**config.mk**
```make
export PLATFORM = sky130hd
export DESIGN_NAME = sram_controller
export DESIGN_NICKNAME = d
export VERILOG_FILES = /design/src/rtl/sram_controller_pkg.sv /design/src/rtl/sram_controller.sv
export SDC_FILE = /design/constraint.sdc
export NUM_CORES = 1
export LEC_CHECK = 0
export BUFFER_PORTS_ARGS = -buffer_cell sky130_fd_sc_hd__buf_2
export CAP_MARGIN = 10
export CORE_MARGIN = 2
export CORE_UTILIZATION = 50
export CTS_CLUSTER_SIZE = 10
export DETAILED_ROUTE_END_ITERATION = 8
export PLACE_DENSITY = 0.89
export SYNTH_ARGS = -nofsm -noshare
export SYNTH_HDL_FRONTEND = slang
export SYNTH_SLANG_ARGS = --single-unit
```
**constraint.sdc**
```tcl
create_clock -name clock -period 3.66 [get_ports clock]
set_input_delay 0 -clock clock [delete_from_list [all_inputs] [get_ports clock]]
set_output_delay 0 -clock clock [all_outputs]
set_load 0.005 [all_outputs]
```
**src/rtl/sram_controller_pkg.sv**
```systemverilog
// Shared definitions for the data-memory SRAM controller and the execute stage.
package sram_controller_pkg;

  // Access sequencer states
  typedef enum logic [2:0] {
    ST_IDLE = 3'd0,
    ST_LOW  = 3'd1,
    ST_HIGH = 3'd2,
    ST_WAIT = 3'd3,
    ST_DONE = 3'd4
  } sram_state_e;

  // Data memory starts at this byte address; the SRAM sees offsets from it.
  localparam int unsigned SRAM_BASE_ADDR   = 1024;
  // Idle cycles after the two half-word transfers (SRAM recovery time).
  localparam int unsigned SRAM_WAIT_CYCLES = 3;
  // Word-offset width: 2^18 half-words = 2^17 words.
  localparam int unsigned SRAM_OFF_W       = 17;

  // Execute-stage command codes
  localparam logic [3:0] EXE_ADD = 4'd0;
  localparam logic [3:0] EXE_SUB = 4'd2;
  localparam logic [3:0] EXE_AND = 4'd4;
  localparam logic [3:0] EXE_OR  = 4'd5;
  localparam logic [3:0] EXE_NOR = 4'd6;
  localparam logic [3:0] EXE_XOR = 4'd7;
  localparam logic [3:0] EXE_SLA = 4'd8;
  localparam logic [3:0] EXE_SRL = 4'd9;
  localparam logic [3:0] EXE_SRA = 4'd10;
  localparam logic [3:0] EXE_NOP = 4'd15;

  // Word offset of a byte address relative to the data-memory base, wrapping
  // modulo 2^17 so addresses below the base fold to the top of the SRAM.
  function automatic logic [SRAM_OFF_W-1:0] word_offset(input logic [31:0] addr,
                                                        input logic [31:0] base);
    return SRAM_OFF_W'((addr - base) >> 2);
  endfunction

endpackage

```
**src/rtl/sram_controller.sv**
```systemverilog
// Data-memory controller: splits each 32-bit access into two 16-bit SRAM
// transfers (low half then high half) followed by a fixed recovery wait,
// holding the pipeline via ready until the access finishes.
module sram_controller
  import sram_controller_pkg::*;
#(
  parameter int unsigned WAIT_CYCLES = SRAM_WAIT_CYCLES,
  parameter int unsigned BASE_ADDR   = SRAM_BASE_ADDR
) (
  input  logic        clock,
  input  logic        reset_n,
  input  logic        wrEn,
  input  logic        rdEn,
  input  logic [31:0] address,
  input  logic [31:0] writeData,
  output logic [31:0] readData,
  output logic        ready,
  output logic [17:0] SRAM_ADDR,
  input  logic [15:0] SRAM_DQ_in,
  output logic [15:0] SRAM_DQ_out,
  output logic        SRAM_DQ_oe,
  output logic        SRAM_WE_N,
  output logic        SRAM_CE_N,
  output logic        SRAM_OE_N,
  output logic        SRAM_UB_N,
  output logic        SRAM_LB_N
);

  localparam int CNT_W = (WAIT_CYCLES < 1) ? 1 : $clog2(WAIT_CYCLES + 1);
  localparam logic [CNT_W-1:0] CNT_LAST = (WAIT_CYCLES < 1) ? '0 : CNT_W'(WAIT_CYCLES - 1);

  sram_state_e           state_q, state_d;
  logic [CNT_W-1:0]      cnt_q, cnt_d;
  logic                  is_wr_q, is_wr_d;
  logic [SRAM_OFF_W-1:0] off_q, off_d;
  logic [31:0]           rdata_q, rdata_d;
  logic [17:0]           addr_q;
  logic                  req;
  logic                  drive;

  assign req = wrEn | rdEn;

  // Chip always selected with both byte lanes enabled
  assign SRAM_CE_N = 1'b0;
  assign SRAM_OE_N = 1'b0;
  assign SRAM_UB_N = 1'b0;
  assign SRAM_LB_N = 1'b0;

  // State register
  always_ff @(posedge clock or negedge reset_n) begin
    if (!reset_n) state_q <= ST_IDLE;
    else          state_q <= state_d;
  end

  // Next-state: fixed sequence once started; requests only matter in IDLE
  always_comb begin
    state_d = state_q;
    unique case (state_q)
      ST_IDLE: if (req) state_d = ST_LOW;
      ST_LOW:  state_d = ST_HIGH;
      ST_HIGH: state_d = (WAIT_CYCLES == 0) ? ST_DONE : ST_WAIT;
      ST_WAIT: if (cnt_q == CNT_LAST) state_d = ST_DONE;
      ST_DONE: state_d = ST_IDLE;
      default: state_d = ST_IDLE;
    endcase
  end

  // Outputs decoded from the current state and latched access info
  always_comb begin
    ready       = (state_q == ST_DONE) || ((state_q == ST_IDLE) && !req);
    drive       = is_wr_q && ((state_q == ST_LOW) || (state_q == ST_HIGH));
    SRAM_WE_N   = !drive;
    SRAM_DQ_oe  = drive;
    SRAM_DQ_out = '0;
    if (drive) SRAM_DQ_out = (state_q == ST_LOW) ? writeData[15:0] : writeData[31:16];
    unique case (state_q)
      ST_LOW:  SRAM_ADDR = {off_q, 1'b0};
      ST_HIGH: SRAM_ADDR = {off_q, 1'b1};
      default: SRAM_ADDR = addr_q;
    endcase
  end

  // Datapath next values: latch access on leaving IDLE, capture read halves
  always_comb begin
    cnt_d   = cnt_q;
    is_wr_d = is_wr_q;
    off_d   = off_q;
    rdata_d = rdata_q;
    if (state_q == ST_HIGH)      cnt_d = '0;
    else if (state_q == ST_WAIT) cnt_d = cnt_q + 1'b1;
    if ((state_q == ST_IDLE) && req) begin
      // write wins when both requests are raised
      is_wr_d = wrEn;
      off_d   = word_offset(address, 32'(BASE_ADDR));
    end
    if (!is_wr_q && (state_q == ST_LOW))  rdata_d[15:0]  = SRAM_DQ_in;
    if (!is_wr_q && (state_q == ST_HIGH)) rdata_d[31:16] = SRAM_DQ_in;
  end

  // Datapath registers; SRAM_ADDR is held between transfers via addr_q
  always_ff @(posedge clock or negedge reset_n) begin
    if (!reset_n) begin
      cnt_q   <= '0;
      is_wr_q <= 1'b0;
      off_q   <= '0;
      rdata_q <= '0;
      addr_q  <= '0;
    end else begin
      cnt_q   <= cnt_d;
      is_wr_q <= is_wr_d;
      off_q   <= off_d;
      rdata_q <= rdata_d;
      addr_q  <= SRAM_ADDR;
    end
  end

  assign readData = rdata_q;

endmodule
```
==> impl_metrics.tcl, run 1 <==
set metrics [dict create \
    status "finished, final reports clean" \
    synth_cells 269 \
    finalSetupTns_ns 0 \
    htree_levels 3 \
    synthFlopType "dfrtp_1" \
    fp.dieH_um 85.7 \
    fin_nets 524 \
    grt_pass1_vias 2713 \
    die_w_um 85.7 \
    drive_above_1_share 0.499 \
    cp.arrival_ns 2.38 \
    max_freq_ghz 0.421 \
    io_pins 157 \
    synth-simple-area-share 0.101 \
    clock_sinks 73 \
    postSynthAreaPerCell_um2 12.4 \
    cts_buffer_depth 2 \
    drtIter0Drc 79 \
    initial_core_util 0.522 \
    synth-compound-area-share 0.0724 \
    start_kind "flip-flop" \
    synth_top_family_by_area "multiplexers" \
    slowest_stage "and2_1" \
    nFillCells 456 \
    syn_to_final_growth_pct 37.0 \
    drv_slew 0 \
    cpPeakStageDelay_ns 0.68 \
    max_cap_violations 0 \
    vias 2679 \
    crit_type "flip-flop to output port" \
    period_needed_ns 2.38 \
    synth_cell_type_count 38 \
    grt_max_degree 46 \
    gp_congestion 0.779 \
    clkLatencyLatePin_ns 0.34 \
    async_flop_share 1.00 \
    cts_setup_buffers 0 \
    regArea_um2 1830 \
    setup_viol_count_final 0 \
    fin_area_um2 4570 \
    dpl_cell_area_um2 4000 \
    finClkSkew_ns 0.00644 \
    coreArea_um2 6390 \
    placed_cells 470 \
    routed_wl_um 8050 \
    end_kind "output port" \
    multi_input_area_um2 1360 \
    holdCritPathClass "input port to flip-flop" \
    root_buffer "clkbuf_8" \
    cts_buffers 9 \
    viasPerCell 5.14 \
    cts_tree "done" \
    syn-cell-area_um2 3330 \
    rsz0062_at_grt "no" \
    synth-seq-cells 73 \
    wl_per_cell_um 15.4 \
    track_usage 0.225 \
    yosysSeqAreaShare 0.548 \
    powerDensity_nw_per_um2 848 \
    final-hold-violation-count 0 \
    synth_edf_count 0 \
    worst_ir_drop_vdd_mv 0.538 \
    synth_mux_area_frac 0.214 \
    leakagePower_nw 2.22 \
    drtPass1Iterations 6 \
    worst_slew_pin_slew_ns 0.973 \
    rows 29 \
    die-area_um2 7340 \
    cp_max_fo 17 \
    antenna_found_initial 0 \
    synth_xor_area_frac 0.00788 \
    drc_errors 0 \
    required_ns 3.66 \
    dp_hpwl_um 5420 \
    postRouteAntennaNets 0 \
    yosys_warnings 0 \
    io_buffers 137 \
    finalCritPeriodShare 0.650 \
    synthAdderAreaFrac 0.00750 \
    fin_cells 521 \
    slew_headroom 0.351 \
    overflow 0 \
    crit_chain "xor2_1 > and2_1 > mux2_2 > buf_2" \
    path_clk_slew_ns 0.08 \
    grt_pass1_wl_um 12800 \
]
cell families after synthesis:
family | after synthesis
AO/OA/AOI/OAI | 42
XOR/XNOR | 3
adder cells (fa/ha/maj) | 2
buffers and inverters | 24
flip-flops | 73
multiplexers | 60
other | 1
AND/OR/NAND/NOR | 64
path summary, 6_finish.rpt:
| kind | start | to | slack [ns] | depth (start not counted) |
|---|---|---|---|---|
| worst max-delay path | state_q[0]$_DFFE_PN0P_ | SRAM_ADDR[13] | 1.28 | 4 |
| worst min-delay path | address[10] | off_q[8]$_DFFE_PN0P_ | 0.04 | 3 |
| worst max register to register | state_q[0]$_DFFE_PN0P_ | off_q[13]$_DFFE_PN0P_ | 1.29 | 4 |
| worst min register to register | addr_q[5]$_DFF_PN0_ | addr_q[5]$_DFF_PN0_ | 0.50 | 1 |
| max in group asynchronous | reset_n | off_q[11]$_DFFE_PN0P_ | 2.37 | 3 |
| min in group asynchronous | reset_n | readData[0]$_DFFE_PN0P_ | 0.34 | 2 |
cell usage after synthesis (all sizes together) (2+ instances only):
cell,count,share of area
dfrtp,73,0.55
mux2,60,0.21
nand2,39,0.044
a21oi,25,0.038
buf,15,0.039
nor2,8,0.014
inv,6,0.0068
a31oi,5,0.0094
o21ai,5,0.0075
nor3,4,0.013
o31ai,3,0.0068
clkbuf,2,0.0023
ha,2,0.0075
or3,2,0.0038
or4,2,0.0045
xor2,2,0.0053
power by group:
part	switching, mW	internal (mW)	total, mW
clock	0.309	0.405	0.714
sequential	0.232	1.22	1.45
combinational	0.772	0.935	1.71
area by class of cell:
class,count,share of cell area
Timing Repair Buffer,172,0.226
Sequential cell,73,0.400
Inverter,7,0.00575
Clock buffer,10,0.0301
Tap cell,77,0.0211
Antenna cell,1,0.000548
Clock inverter,6,0.0197
Multi-Input combinational cell,175,0.297
per-layer routing:
layer,global-route usage,vias up,share of wire
met5,0,-,0
met4,0.105,0,0.020
met3,0.0549,21,0.077
met2,0.406,130,0.53
met1,0.250,1262,0.38
li1,-,1266,-
sequential cells by signal, summed over array words and instances, names as in the netlist:
name,count
off_q,17
is_wr_q,1
readData,32
addr_q,18
state_q,3
cnt_q,2
worst max-delay path, delay by kind of cell (launching register included):
family | cells | cell delay [ns]
AND/OR/NAND/NOR | 1 | 0.68
flip-flops | 1 | 0.58
multiplexers | 1 | 0.43
XOR/XNOR | 1 | 0.20
buffers and inverters | 1 | 0.14
cell usage in the layout (no fill, tap or decap), drive strengths merged, types with 2 or more instances in the layout:
master,netlist,layout
buf,15,138
dfrtp,73,73
mux2,60,60
nand2,39,39
dlygate4sd3,0,34
a21oi,25,25
clkbuf,2,10
nor2,8,8
inv,6,7
o21ai,5,5
a31oi,5,5
conb,1,4
nor3,4,4
o31ai,3,3
clkinv,1,3
xor2,2,2
or3,2,2
or4,2,2
ha,2,2
bufinv,0,2
per-stage QoR:
step | hold WS (ns) | power [mW] | setup WS [ns] | utilization
finish | 0.0388 | 3.87 | 1.28 | 0.716
CTS | 0.0249 | 3.89 | 1.25 | 0.715
global placement | 0.197 | 3.03 | 1.52 | 0.626
global route | 0.0520 | 4.12 | 1.10 | 0.715
detailed placement | 0.206 | 3.12 | 1.45 | 0.626
floorplan | -0.296 | 2.50 | 1.96 | -
what timing repair did:
action                    in CTS  in global routing
hold endpoints to repair      91                  0
hold buffers                  34                  0
gates resized for setup        0                  0
No activity file was read; power rests on OpenSTA's default activity.
==> run 2: changes to the inputs <==
--- a/config.mk
+++ b/config.mk
@@ -8,10 +8,10 @@
 export BUFFER_PORTS_ARGS = -buffer_cell sky130_fd_sc_hd__buf_2
 export CAP_MARGIN = 10
 export CORE_MARGIN = 2
-export CORE_UTILIZATION = 50
+export CORE_UTILIZATION = 42
 export CTS_CLUSTER_SIZE = 10
 export DETAILED_ROUTE_END_ITERATION = 8
-export PLACE_DENSITY = 0.89
+export PLACE_DENSITY = 0.8
 export SYNTH_ARGS = -nofsm -noshare
 export SYNTH_HDL_FRONTEND = slang
 export SYNTH_SLANG_ARGS = --single-unit
==> constraint.sdc (replaced) <==
create_clock -name clock -period 2 [get_ports clock]
set_input_delay 0 -clock clock [delete_from_list [all_inputs] [get_ports clock]]
set_output_delay 0 -clock clock [all_outputs]
set_load 0.005 [all_outputs]
==> impl_metrics.tcl, run 2 (same netlist as run 1, synthesis figures left out) <==
set metrics [dict create \
    powerDensity_nw_per_um2 1560 \
    fp.dieH_um 93.1 \
    vias 2689 \
    die_w_um 93.1 \
    drv_slew 0 \
    fin_area_um2 4680 \
    postRouteAntennaNets 0 \
    cts_setup_buffers 0 \
    grt_pass1_vias 2682 \
    dp_hpwl_um 5430 \
    crit_type "flip-flop to output port" \
    finalSetupTns_ns 0 \
    combinationalPowerShare 0.454 \
    utilization 0.606 \
    status "finished, final reports clean" \
    swShare 0.324 \
    rows 32 \
    drive_above_1_share 0.517 \
    crit_buf_inv 3 \
    worst_ir_drop_vdd_mv 0.938 \
    fin_nets 529 \
    worst_slew_pin_slew_ns 0.687 \
    grtUsageMet1 0.213 \
    leakagePower_nw 2.28 \
    track_usage 0.186 \
    setup_viol_count_final 0 \
    required_ns 2.00 \
    power_frac_seq 0.358 \
    finClkSkew_ns 0.0109 \
    grt_pass1_wl_um 12500 \
    antenna_found_initial 0 \
    io_pins 157 \
    max_cap_violations 0 \
    io_buffers 137 \
    period_needed_ns 1.87 \
    drc_errors 0 \
    end_kind "output port" \
    busiest_layer "met2" \
    p_sw_mw 2.36 \
    die-area_um2 8670 \
    cp.arrival_ns 1.87 \
    cp_top_family "buffers and inverters" \
    cts_buffers 9 \
    wl_per_cell_um 14.5 \
    clock_sinks 73 \
    viasPerCell 4.90 \
    path_clk_slew_ns 0.07 \
    cp_max_fo 17 \
    initial_core_util 0.432 \
    nFillCells 617 \
    holdWs_ns 0.0328 \
    slowest_stage "dfrtp_1" \
    clockPowerShare 0.188 \
    largest_reg_flops 32 \
    holdCritPathClass "input port to flip-flop" \
    use_met3 0.0411 \
    max_freq_ghz 0.534 \
    final-hold-violation-count 0 \
    cts_buffer_depth 2 \
    drtPass1Iterations 4 \
    clkLatencyLatePin_ns 0.34 \
    rsz0062_at_grt "no" \
    power.internal_mw 4.93 \
    start_kind "flip-flop" \
    final_cell_mix "buf_2, dfrtp_1, mux2_2" \
    cpPeakStageDelay_ns 0.40 \
    routed_wl_um 7960 \
    slew_headroom 0.542 \
    overflow 0 \
    htree_levels 3 \
    gp_congestion 0.792 \
    p_total_mw 7.28 \
    multi_input_area_um2 1370 \
    mostFrequentLayoutCell "buf_2" \
    root_buffer "clkbuf_8" \
    grt_max_degree 44 \
    crit_chain "buf_6 > xor2_2 > and2_4 > buf_12 > mux2_2 > buf_2" \
    grt_util_met2 0.332 \
    antennaDiodeCount 0 \
    syn_to_final_growth_pct 40.5 \
    cts_tree "done" \
    finalCritPeriodShare 0.936 \
    drtIter0Drc 102 \
    coreArea_um2 7730 \
    dpl_cell_area_um2 4100 \
    regArea_um2 1830 \
]
## run 2: cell types whose count changed in the layout (fill, tap and decap cells not counted), sizes merged
cell / previous run / this run
buf: 138 / 146
bufinv: 2 / 3
clkinv: 3 / 2
clkinvlp: 1 / 0
diode: 1 / 0
dlygate4sd3: 34 / 31
## run 2: metrics by stage
step,setup slack (ns),std cells
after global placement,0.311,503
after floorplan,0.296,272
after CTS,0.0267,549
final,0.129,549
after global routing,0.0234,549
after detailed placement,0.263,503
## run 2: worst reg2reg max path, cell delays in order, from the launching register on
cell and delay (ns):
dfrtp_1 0.40, or3b_1 0.46, nor2_8 0.35, mux2_2 0.40
## run 2: worst paths after layout
check,startpoint,end,slack [ns],depth (start not counted)
hold / removal,address[13],off_q[11]$_DFFE_PN0P_,0.03,3
hold reg to reg,cnt_q[0]$_DFFE_PN0P_,cnt_q[0]$_DFFE_PN0P_,0.49,2
min in group asynchronous,reset_n,readData[18]$_DFFE_PN0P_,0.23,2
setup reg to reg,state_q[0]$_DFFE_PN0P_,readData[0]$_DFFE_PN0P_,0.28,3
max in group asynchronous,reset_n,cnt_q[0]$_DFFE_PN0P_,1.10,3
setup / recovery,state_q[0]$_DFFE_PN0P_,SRAM_ADDR[6],0.13,6
## run 2: cell type report
| type | instances | area share |
|---|---|---|
| clock inverter | 5 | 0.0222 |
| sequential | 73 | 0.390 |
| clock buffer | 10 | 0.0294 |
| inverter | 7 | 0.00614 |
| multi-input combinational | 175 | 0.292 |
| tap | 102 | 0.0273 |
| timing repair buffer | 177 | 0.233 |
## run 2: metal layers
metal	routed length (µm)	share of wire	vias up
met5	0	0	-
met4	195	0.024	0
met3	507	0.064	17
met2	4180	0.52	121
met1	3080	0.39	1283
li1	-	-	1268
## run 2: repair_timing
item | CTS | global route
hold endpoints to repair | 76 | 0
hold buffers | 31 | 0
resized for setup | 2 | 6
endpoints found under the setup margin | 33 | 28
## run 2: power by group through the flow
stage          sequential, mW  clock, mW  combinational, mW
2_1_floorplan            2.57          0               2.01
3_3_place_gp             2.57          0               3.08
3_5_place_dp             2.63          0               3.17
4_1_cts                  2.60       1.41               3.25
5_1_grt                  2.71       1.47               3.61
6_report                 2.61       1.37               3.31
